===== src/rtl/fighter_pkg.sv =====
// rtl/fighter_pkg.sv - shared fighter definitions: attack phase codes and hitbox size
//   phase_e      : 2-bit attack phase code driven to the renderer
//   HITBOX_WIDTH : width of the attack hitbox in pixels
//   HITBOX_HEIGHT: height of the attack hitbox in pixels
package fighter_pkg;

    typedef enum logic [1:0] {
        PH_IDLE     = 2'b00,
        PH_STARTUP  = 2'b01,
        PH_ACTIVE   = 2'b10,
        PH_RECOVERY = 2'b11
    } phase_e;

    localparam int HITBOX_WIDTH  = 32;
    localparam int HITBOX_HEIGHT = 8;

endpackage


===== src/rtl/box_overlap.sv =====
// rtl/box_overlap.sv - combinational inclusive axis-aligned box overlap test
//   en                                  : in  gate; low forces no overlap (empty box)
//   a_left/a_right/a_top/a_bottom       : in  inclusive edges of box A
//   b_left/b_right/b_top/b_bottom       : in  inclusive edges of box B
//   hit                                 : out boxes share at least one pixel
module box_overlap #(
    parameter int W = 11
) (
    input  logic         en,
    input  logic [W-1:0] a_left,
    input  logic [W-1:0] a_right,
    input  logic [W-1:0] a_top,
    input  logic [W-1:0] a_bottom,
    input  logic [W-1:0] b_left,
    input  logic [W-1:0] b_right,
    input  logic [W-1:0] b_top,
    input  logic [W-1:0] b_bottom,
    output logic         hit
);

    assign hit = en
               && (a_left <= b_right) && (b_left <= a_right)
               && (a_top <= b_bottom) && (b_top <= a_bottom);

endmodule


===== src/rtl/attack_phase_controller.sv =====
// rtl/attack_phase_controller.sv - frame-counted attack sequencer with single-hit detection
//   clk, rst_n                     : in  clock, async active-low reset
//   frame_tick                     : in  one-cycle pulse per video frame
//   attack_btn                     : in  raw asynchronous attack button
//   char_x/y_pos, char_width/height: in  own character box (10 bit)
//   opp_x/y_pos, opp_width/height  : in  opponent hurtbox (10 bit)
//   attack_phase_out               : out 00 idle, 01 startup, 10 active, 11 recovery
//   attack_busy_out                : out phase is not idle
//   hit_pulse_out                  : out one-cycle pulse on the single hit of an attack
module attack_phase_controller
    import fighter_pkg::*;
#(
    parameter int STARTUP_FRAMES  = 5,
    parameter int ACTIVE_FRAMES   = 2,
    parameter int RECOVERY_FRAMES = 16,
    parameter int FCNT_W          = 5
) (
    input  logic       clk,
    input  logic       rst_n,
    input  logic       frame_tick,
    input  logic       attack_btn,
    input  logic [9:0] char_x_pos,
    input  logic [9:0] char_y_pos,
    input  logic [9:0] char_width,
    input  logic [9:0] char_height,
    input  logic [9:0] opp_x_pos,
    input  logic [9:0] opp_y_pos,
    input  logic [9:0] opp_width,
    input  logic [9:0] opp_height,
    output logic [1:0] attack_phase_out,
    output logic       attack_busy_out,
    output logic       hit_pulse_out
);

    localparam logic [FCNT_W-1:0] ST_LOAD = FCNT_W'(STARTUP_FRAMES - 1);
    localparam logic [FCNT_W-1:0] AC_LOAD = FCNT_W'(ACTIVE_FRAMES - 1);
    localparam logic [FCNT_W-1:0] RC_LOAD = FCNT_W'(RECOVERY_FRAMES - 1);

    phase_e              state_q, state_d;
    logic [FCNT_W-1:0]   cnt_q, cnt_d;
    logic                pending_q, pending_d;
    logic                hit_done_q, hit_done_d;
    logic                hit_q, hit_d;
    logic                btn_s1_q, btn_s2_q, btn_s3_q;
    logic                press;
    logic                overlap;

    // Hitbox in 11 bits so a box hanging past x=1023 is not folded back to the left.
    logic [10:0] hb_left, hb_right, hb_mid, hb_top, hb_bottom;
    logic [10:0] op_right, op_bottom;

    assign hb_left   = {1'b0, char_x_pos} + {1'b0, char_width};
    assign hb_right  = hb_left + 11'(HITBOX_WIDTH - 1);
    assign hb_mid    = {1'b0, char_y_pos} + ({1'b0, char_height} >> 1);
    // Clamp at the top of the screen instead of wrapping to a huge row.
    assign hb_top    = (hb_mid < 11'(HITBOX_HEIGHT / 2)) ? 11'd0
                                                          : hb_mid - 11'(HITBOX_HEIGHT / 2);
    assign hb_bottom = hb_top + 11'(HITBOX_HEIGHT - 1);
    assign op_right  = {1'b0, opp_x_pos} + {1'b0, opp_width} - 11'd1;
    assign op_bottom = {1'b0, opp_y_pos} + {1'b0, opp_height} - 11'd1;

    box_overlap #(.W(11)) u_hit_test (
        .en       ((opp_width != 10'd0) && (opp_height != 10'd0)),
        .a_left   (hb_left),
        .a_right  (hb_right),
        .a_top    (hb_top),
        .a_bottom (hb_bottom),
        .b_left   ({1'b0, opp_x_pos}),
        .b_right  (op_right),
        .b_top    ({1'b0, opp_y_pos}),
        .b_bottom (op_bottom),
        .hit      (overlap)
    );

    assign press = btn_s2_q & ~btn_s3_q;

    always_comb begin
        state_d    = state_q;
        cnt_d      = cnt_q;
        pending_d  = pending_q;
        hit_done_d = hit_done_q;
        hit_d      = 1'b0;

        // Presses during an attack are dropped, never queued.
        if (press && state_q == PH_IDLE) begin
            pending_d = 1'b1;
        end

        if (frame_tick) begin
            case (state_q)
                PH_IDLE: begin
                    if (pending_q || press) begin
                        state_d    = PH_STARTUP;
                        cnt_d      = ST_LOAD;
                        pending_d  = 1'b0;
                        hit_done_d = 1'b0;
                    end
                end
                PH_STARTUP: begin
                    if (cnt_q == '0) begin
                        state_d = PH_ACTIVE;
                        cnt_d   = AC_LOAD;
                    end else begin
                        cnt_d = cnt_q - FCNT_W'(1);
                    end
                end
                PH_ACTIVE: begin
                    if (cnt_q == '0) begin
                        state_d = PH_RECOVERY;
                        cnt_d   = RC_LOAD;
                    end else begin
                        cnt_d = cnt_q - FCNT_W'(1);
                    end
                end
                PH_RECOVERY: begin
                    if (cnt_q == '0) begin
                        state_d = PH_IDLE;
                    end else begin
                        cnt_d = cnt_q - FCNT_W'(1);
                    end
                end
                default: begin
                    state_d = PH_IDLE;
                    cnt_d   = '0;
                end
            endcase
        end

        // Uses the current phase, so overlap on the last ACTIVE cycle still counts.
        if (state_q == PH_ACTIVE && overlap && !hit_done_q) begin
            hit_done_d = 1'b1;
            hit_d      = 1'b1;
        end
    end

    always_ff @(posedge clk or negedge rst_n) begin
        if (!rst_n) begin
            state_q    <= PH_IDLE;
            cnt_q      <= '0;
            pending_q  <= 1'b0;
            hit_done_q <= 1'b0;
            hit_q      <= 1'b0;
            // Synchroniser resets high so a button held through reset is not a press.
            btn_s1_q   <= 1'b1;
            btn_s2_q   <= 1'b1;
            btn_s3_q   <= 1'b1;
        end else begin
            state_q    <= state_d;
            cnt_q      <= cnt_d;
            pending_q  <= pending_d;
            hit_done_q <= hit_done_d;
            hit_q      <= hit_d;
            btn_s1_q   <= attack_btn;
            btn_s2_q   <= btn_s1_q;
            btn_s3_q   <= btn_s2_q;
        end
    end

    assign attack_phase_out = state_q;
    assign attack_busy_out  = (state_q != PH_IDLE);
    assign hit_pulse_out    = hit_q;

endmodule


===== config.mk =====
export PLATFORM = sky130hd
export DESIGN_NAME = attack_phase_controller
export DESIGN_NICKNAME = d
export VERILOG_FILES = /design/src/rtl/fighter_pkg.sv /design/src/rtl/box_overlap.sv /design/src/rtl/attack_phase_controller.sv
export SDC_FILE = /design/constraint.sdc
export NUM_CORES = 1
export LEC_CHECK = 0
export CAP_MARGIN = 15
export CORE_ASPECT_RATIO = 1.25
export CORE_MARGIN = 2
export CORE_UTILIZATION = 59
export DETAILED_ROUTE_END_ITERATION = 16
export GPL_ROUTABILITY_DRIVEN = 0
export HOLD_SLACK_MARGIN = 0.1
export PLACE_DENSITY_LB_ADDON = 0.05
export SYNTH_ARGS = -nofsm -noshare
export SYNTH_HDL_FRONTEND = slang
export SYNTH_SLANG_ARGS = --single-unit

===== constraint.sdc =====
create_clock -name clk -period 3.3 [get_ports clk]
set_input_delay 0.66 -clock clk [delete_from_list [all_inputs] [get_ports clk]]
set_output_delay 0.66 -clock clk [all_outputs]
set_load 0.02 [all_outputs]

==> results of run 1 <==
==> path summary, 6_finish.rpt <==
kind | start | end | slack, ns | cells after the start
max in group asynchronous | rst_n | cnt_q[0]$_DFFE_PN0P_ | 2.09 | 1
setup reg to reg | cnt_q[0]$_DFFE_PN0P_ | cnt_q[1]$_DFFE_PN0P_ | 1.06 | 8
setup / recovery | char_height[1] | hit_done_q$_DFFE_PN0P_ | -1.53 | 20
hold reg to reg | btn_s1_q$_DFF_PN1_ | btn_s2_q$_DFF_PN1_ | 0.37 | 0
min in group asynchronous | rst_n | attack_phase_out[0]$_DFFE_PN0P_ | 0.79 | 1
hold / removal | btn_s1_q$_DFF_PN1_ | btn_s2_q$_DFF_PN1_ | 0.37 | 0
==> what timing repair did <==
action                     CTS  global route
pin swaps                   32            14
setup endpoints to repair    2             2
gates resized for setup     69            19
buffers inserted            10             4
==> metrics by stage <==
stage,cell area [sq um],setup TNS [ns]
4_1_cts,6860,-1.98
6_report,6990,-3.01
2_1_floorplan,4580,-2.20
3_3_place_gp,6610,-3.16
5_1_grt,6990,-3.21
3_5_place_dp,6610,-3.64
==> cell usage in the layout, fill, tap and decap left out, types with 6 or more instances in the layout <==
cell / n
dfrtp_1: 10
xor2_1: 25
ha_4: 9
nand3_1: 9
o211ai_1: 6
o21bai_1: 10
a21oi_1: 24
xnor2_1: 17
nor2b_1: 11
a21o_1: 15
dlygate4sd2_1: 8
buf_6: 10
nor2_1: 30
a21oi_2: 8
nor3_1: 13
nand2_1: 30
ha_1: 97
nand4_1: 12
o21a_1: 12
nor4_1: 7
o21ai_0: 20
clkdlybuf4s50_1: 70
inv_1: 105
buf_4: 155
==> sequential cells by signal, indices dropped and copies added, names as in the netlist <==
signal            flops
cnt_q                 5
attack_phase_out      2
btn_s1_q              1
hit_pulse_out         1
btn_s2_q              1
btn_s3_q              1
hit_done_q            1
pending_q             1
==> layer usage <==
| metal | part of all wire | vias to the layer above | track usage |
|---|---|---|---|
| met5 | 0 | - | 0 |
| met4 | 0.12 | 0 | 0.303 |
| met3 | 0.099 | 282 | 0.0455 |
| met2 | 0.47 | 569 | 0.769 |
| met1 | 0.31 | 2806 | 0.370 |
| li1 | - | 2575 | - |
==> kinds of logic after synthesis <==
kind of cell | Yosys count
simple gates | 162
compound gates | 140
buf+inv | 112
fa+ha+maj | 111
xor+xnor | 46
flops | 13
mux | 3
==> where the power goes <==
part | leakage [nW] | switching (mW) | internal [mW]
logic | 3.40 | 1.40 | 1.18
clock network | 0.0228 | 0.0710 | 0.0860
registers | 0.160 | 0.0476 | 0.213
total | 3.58 | 1.52 | 1.48
==> area by class of cell <==
class                   instances  area (sq um)  share of cell area
clock buffers                   4          45.0             0.00645
multi-input cells             462          4030               0.577
inverters                     105           394              0.0564
flip-flops and latches         13           329              0.0471
well taps                      92           115              0.0165
repair buffers                248          2070               0.297
==> results.md, run 1 <==
- # IOs: 88
- Tmin final: 4.83 ns
- Share of post-route cells with drive strength above 1: 0.281
- Die ar.: 0.00834 sq mm
- Crit-path cells: buf_6, ha_4, fa_2, buf_4, buf_4, nor3_1, a31oi_1, nor4_4, buf_4, nand3b_1, xor2_1, nor2_1, ha_1, a211oi_2, nand2_1, o221ai_1, a31oi_1, nor3_1, o21ai_1, o21ai_1
- Final Max Slew Viols: 0
- CP Class: input port to flop
- Complex-gate fraction of the synthesized area: 0.218
- Avg WL per Cell: ~23 um
- Commonest cells in the netlist: ha_1, inv_1, a21oi_1, nand2_1, nor2_1
- Arrival @ worst endpoint: 5.01 ns
- Peak supply drop: about 430 uV
- Drt total wl: around 21 mm
- #FFs+latches synth: 13
- Cell area after synthesis: about 0.0045 sq mm
- Data required time of the critical path: between 3 and 4 ns
- Syn Nets: just under 800
- Post-synthesis async set-or-reset flop share: 1.00
- Fin worst setup slack: -1.53 ns
- Clk_skew: 0.00443 ns
- CTS tree: done
- Pre-antenna DRT Iters: 6
- Largest net degree at the start of global routing: 14
- Worst setup EP type: flop
- Antenna violations before repair: 0
- Layout Cells excl Fill: between 900 and 1000
- Cell family with most CP delay: simple AND/OR/NAND/NOR gates
- PortBufs: 86
- Total inserted antenna cells: 0
- Post-DRT Antenna Nets: 0
- Outcome: finished, violations left
- Tcrit/Tclk final: 1.46
- First-pass GRT wire length: 26.2 mm
- CP max FO: 6
- Violated checks: negative setup slack
- Xor/xnor cell area share of the yosys netlist: 0.0929
- # hold bufs at CTS: 0
- Fin. Hold Viols: 0
- Vias in the first global route: 6080
- Hold slack: between 0.3 and 0.4 ns
- Aggregate global-route resource usage: 0.400
- Starting density of the core: 0.608
- Post-layout util: 0.944
- Biggest area consumer among synthesized cells: ha_1
- Num CTS Buffers: 3
- RSZ-0062 raised after global routing: yes
- Critical Path Most Common Cell: buf_4
- # setup viols final: 2
- WP buf/inv: 4
- Pre-CTS setup slack: -1.83 ns
- Sink Count: 13
- DRC errors left: 0
- Htree depth: 1
- Max-cap viol count: 0
- Vias: approximately 6200
- Chip width: 82.1 um
- Synth top area cells: ha_1, inv_1, dfrtp_1
- Adder-cell share of the synthesized area: 0.315
- Slew Limit Headroom: 0.524
- Pleak: roughly 3.6 nW
- Core Rows: 35
- Grt ovf: 0
- Clock-pin slew on the worst setup and hold paths: about 0.060 ns
- Netlist cell types: between 70 and 80
- Die Y: just over 100 um
- Count leader, synth: ha_1
- Final net count: ~1000
- Worst hold path class: flop to flop
- Power per Cell Area: about 430 mW/mm^2
- # fillers: approximately 220
- Share of the yosys chip area belonging to registers: 0.0731
- Post-synth EDFFs: 0
- HPWL Detailed: 11.1 mm
- 1st-iter DRT viols: 662
- Bufs on Longest Clock Path: 2
- Slowest cell on crit path: nor3_1
- Synth top area share: 0.298
- Mapped Cells: just under 600
- Fmax: 0.207 GHz
- Largest family of logic cells by synthesized area: adder cells
- Drt via density: ~6.7
- CTS root buf: clkbuf_8
- P&R area growth vs syn: 55.3%
- Setup crit start kind: input port
- Slew @ Worst Pin: 0.708 ns
- Synth Flop Type: dfrtp_1
- Synth Area per Inst: approximately 7.7 sq um
- Simple-gate share of the synthesized area: 0.196
- Clk_lat worst skew: around 0.26 ns
- Max incr delay on CP: about 0.47 ns
- Cells after DPL: just over 900
- Overall power: around 3 mW
- Core ar.: between 0.007 and 0.008 sq mm
- Ys Warns: 0
- Multiplexer area fraction after synthesis: 0.00667
Note: power is estimated with default switching activity, not from simulation.
==> run 2, diff against run 1 <==
Settings changed: CORE_UTILIZATION 59 to 54.
Clock period 3.3 ns to 5.05 ns, I/O delays scaled along.
==> run 2 against run 1 <==
Compared with the run above: the run now ends clean; clock power decreased by 41%; non-clock buffer count decreased by 105; sequential share of layout area increased by 0.66 points; cell count decreased by 11%; worst hold slack got worse by 0.010 ns; cell area decreased by 12%; first-iteration DRC count decreased by 80%; clock skew decreased by 0.0021 ns; total power decreased by 48%; register-to-register slack improved by 1.8 ns; critical endpoint unchanged; largest cell class unchanged; largest power group unchanged.
==> results.md, run 2 (same netlist as run 1, synthesis figures left out) <==
- Outcome: completed
- Bufs on Longest Clock Path: 2
- CTS tree: done
- DRC errors left: 0
- Placed inst area: 0.00580 sq mm
- Worst setup EP type: flop
- Num CTS Buffers: 3
- Fin worst setup slack: approximately 0.15 ns
- Slew @ Worst Pin: between 0.7 and 0.8 ns
- Clock share of power: 0.059
- Die ar.: between 0.009 and 0.01 sq mm
- Layout Cells excl Fill: approximately 820
- PortBufs: 86
- R2r setup slk: between 2 and 3 ns
- Worst Setup SP: char_y_pos[3]
- Avg WL per Cell: around 14 um
- Sw Ratio: 0.474
- Drt via density: between 5 and 6
- Worst hold path class: flop to flop
- Setup crit start kind: input port
- Chip width: ~86 um
- Tmin final: between 4 and 5 ns
- Worst r2r src: cnt_q[0]$_DFFE_PN0P_
- Power per Cell Area: 255 mW/mm^2
- Flop pwr share: 0.106
- Vias: about 4700
- Slowest cell on crit path: clkdlybuf4s50_1
- Htree depth: 1
- CP Class: input port to flop
- Largest net degree at the start of global routing: 14
- Critical Path End: hit_done_q$_DFFE_PN0P_
- Data required time of the critical path: 5.22 ns
- 1st-iter DRT viols: between 100 and 150
- CTS root buf: clkbuf_8
- Pre-antenna DRT Iters: 4
- Biggest register: cnt_q
- Largest register FFs: 5
- Max incr delay on CP: ~0.40 ns
- Grt ovf: 0
- Die Y: about 110 um
- Post-DRT Antenna Nets: 0
- Crit-path cells: clkdlybuf4s50_1, ha_1, a21o_4, o21bai_4, and3b_2, or3_4, nor4_4, nand2_2, nand2_2, ha_4, and2b_1, nor2_4, o221a_4, xnor2_2, ha_1, a21o_1, a21oi_2, or2b_1, o21ai_2, a311oi_2, o21ai_1
- Core Rows: 37
- Comb pwr share: 0.835
- Post-route cell area: 0.00613 sq mm
- # setup viols final: 0
- Clk_lat worst skew: about 0.25 ns
- Pre-CTS setup slack: -0.514 ns
- Total inserted antenna cells: 0
- HPWL Detailed: 9.21 mm
- Fin. Hold Viols: 0
- Clk_skew: 0.00228 ns
- Aggregate global-route resource usage: 0.245
- # hold bufs at CTS: 0
- Reg2reg end: cnt_q[1]$_DFFE_PN0P_
- Starting density of the core: 0.552
- Antenna violations before repair: 0
- Clock-pin slew on the worst setup and hold paths: 0.05 ns
- NetSw: 739 uW
- Sink Count: 13
- Drt total wl: 11.3 mm
- Max-cap viol count: 0
- CP max FO: 5
- Peak supply drop: about 300 uV
- Hold slack: between 0.3 and 0.4 ns
- First-pass GRT wire length: around 19 mm
- Most common cell after layout, fill and taps aside: inv_1
- Slew Limit Headroom: 0.524
- Final Max Slew Viols: 0
- Fmax: 0.204 GHz
- Cells after DPL: approximately 800
- Internal power: between 800 and 900 uW
- Arrival @ worst endpoint: 5.07 ns
- Share of post-route cells with drive strength above 1: 0.157
- Most frequent cells in the layout: inv_1, ha_1, clkdlybuf4s50_1
- Final net count: around 920
- Core ar.: 0.00815 sq mm
- Pleak: between 3 and 4 nW
- Tcrit/Tclk final: 0.969
- Vias in the first global route: about 4800
- # IOs: 88
- R2R depth: 8
- P&R area growth vs syn: 36.2%
-- run 2: cell count changes in the layout (fill, tap and decap cells not counted), moves of 2 or more --
cell / change
buf_2: -5
dlymetal6s2s_1: +8
buf_6: -10
ha_4: -5
clkdlybuf4s50_1: +8
dlygate4sd2_1: -8
buf_4: -98
a21oi_1: +4
nor4_2: +2
a21oi_2: -3
ha_1: +4
-- run 2: critical path: cells and delay by family --
kind                       cells  cell delay (ns)
xor gates and xnor gates       1             0.13
and+or+nand+nor                8             1.58
AOI/OAI and AO/OA              8             1.26
buffers and inverters          1             0.40
adders and majority gates      3             0.68
-- run 2: what timing repair did --
item / 4_1_cts / 5_1_grt
resized for setup: 11 / 35
buffers inserted: 3 / 6
pin swaps: 12 / 31
endpoints found under the setup margin: 2 / 2
cloned: 0 / 0
-- run 2: stage by stage --
step                      setup TNS, ns  utilization  total power, mW
after detailed placement         -0.998        0.711             1.38
after CTS                             0        0.725             1.50
after global placement           -0.801        0.711             1.32
after floorplan                       0            -            0.995
after global routing             -0.123        0.752             1.74
final                                 0        0.752             1.56
-- run 2: power groups by stage --
stage	registers, mW	logic (mW)	clock network (mW)
after floorplan	0.174	0.822	0
after global placement	0.165	1.16	0
after detailed placement	0.166	1.21	0
after CTS	0.165	1.24	0.0946
after global routing	0.168	1.47	0.101
final	0.165	1.30	0.0925
-- run 2: routing by layer --
metal | track usage | up-vias | wire length [um]
li1 | - | 2355 | -
met3 | 0.0217 | 37 | 356
met2 | 0.495 | 95 | 6250
met5 | 0 | - | 0
met4 | 0.0941 | 0 | 395
met1 | 0.252 | 2173 | 4280
-- run 2: cell type report --
cell class / instances / area [sq um]
Fill cell: 627 / 2020
Clock inverter: 1 / 5.00
Multi-Input combinational cell: 462 / 3930
Clock buffer: 3 / 41.3
Tap cell: 97 / 121
Sequential cell: 13 / 329
Timing Repair Buffer: 143 / 1310
Inverter: 105 / 394
-- run 2: worst min-delay path by stage --
| stage | end | slack [ns] | start | depth (start not counted) |
|---|---|---|---|---|
| after floorplan | btn_s2_q$_DFF_PN1_ | 0.35 | btn_s1_q$_DFF_PN1_ | 0 |
| after global placement | btn_s2_q$_DFF_PN1_ | 0.35 | btn_s1_q$_DFF_PN1_ | 0 |
| after detailed placement | btn_s2_q$_DFF_PN1_ | 0.35 | btn_s1_q$_DFF_PN1_ | 0 |
| after CTS | btn_s2_q$_DFF_PN1_ | 0.36 | btn_s1_q$_DFF_PN1_ | 0 |
| after global routing | btn_s2_q$_DFF_PN1_ | 0.37 | btn_s1_q$_DFF_PN1_ | 0 |
| final | btn_s2_q$_DFF_PN1_ | 0.36 | btn_s1_q$_DFF_PN1_ | 0 |
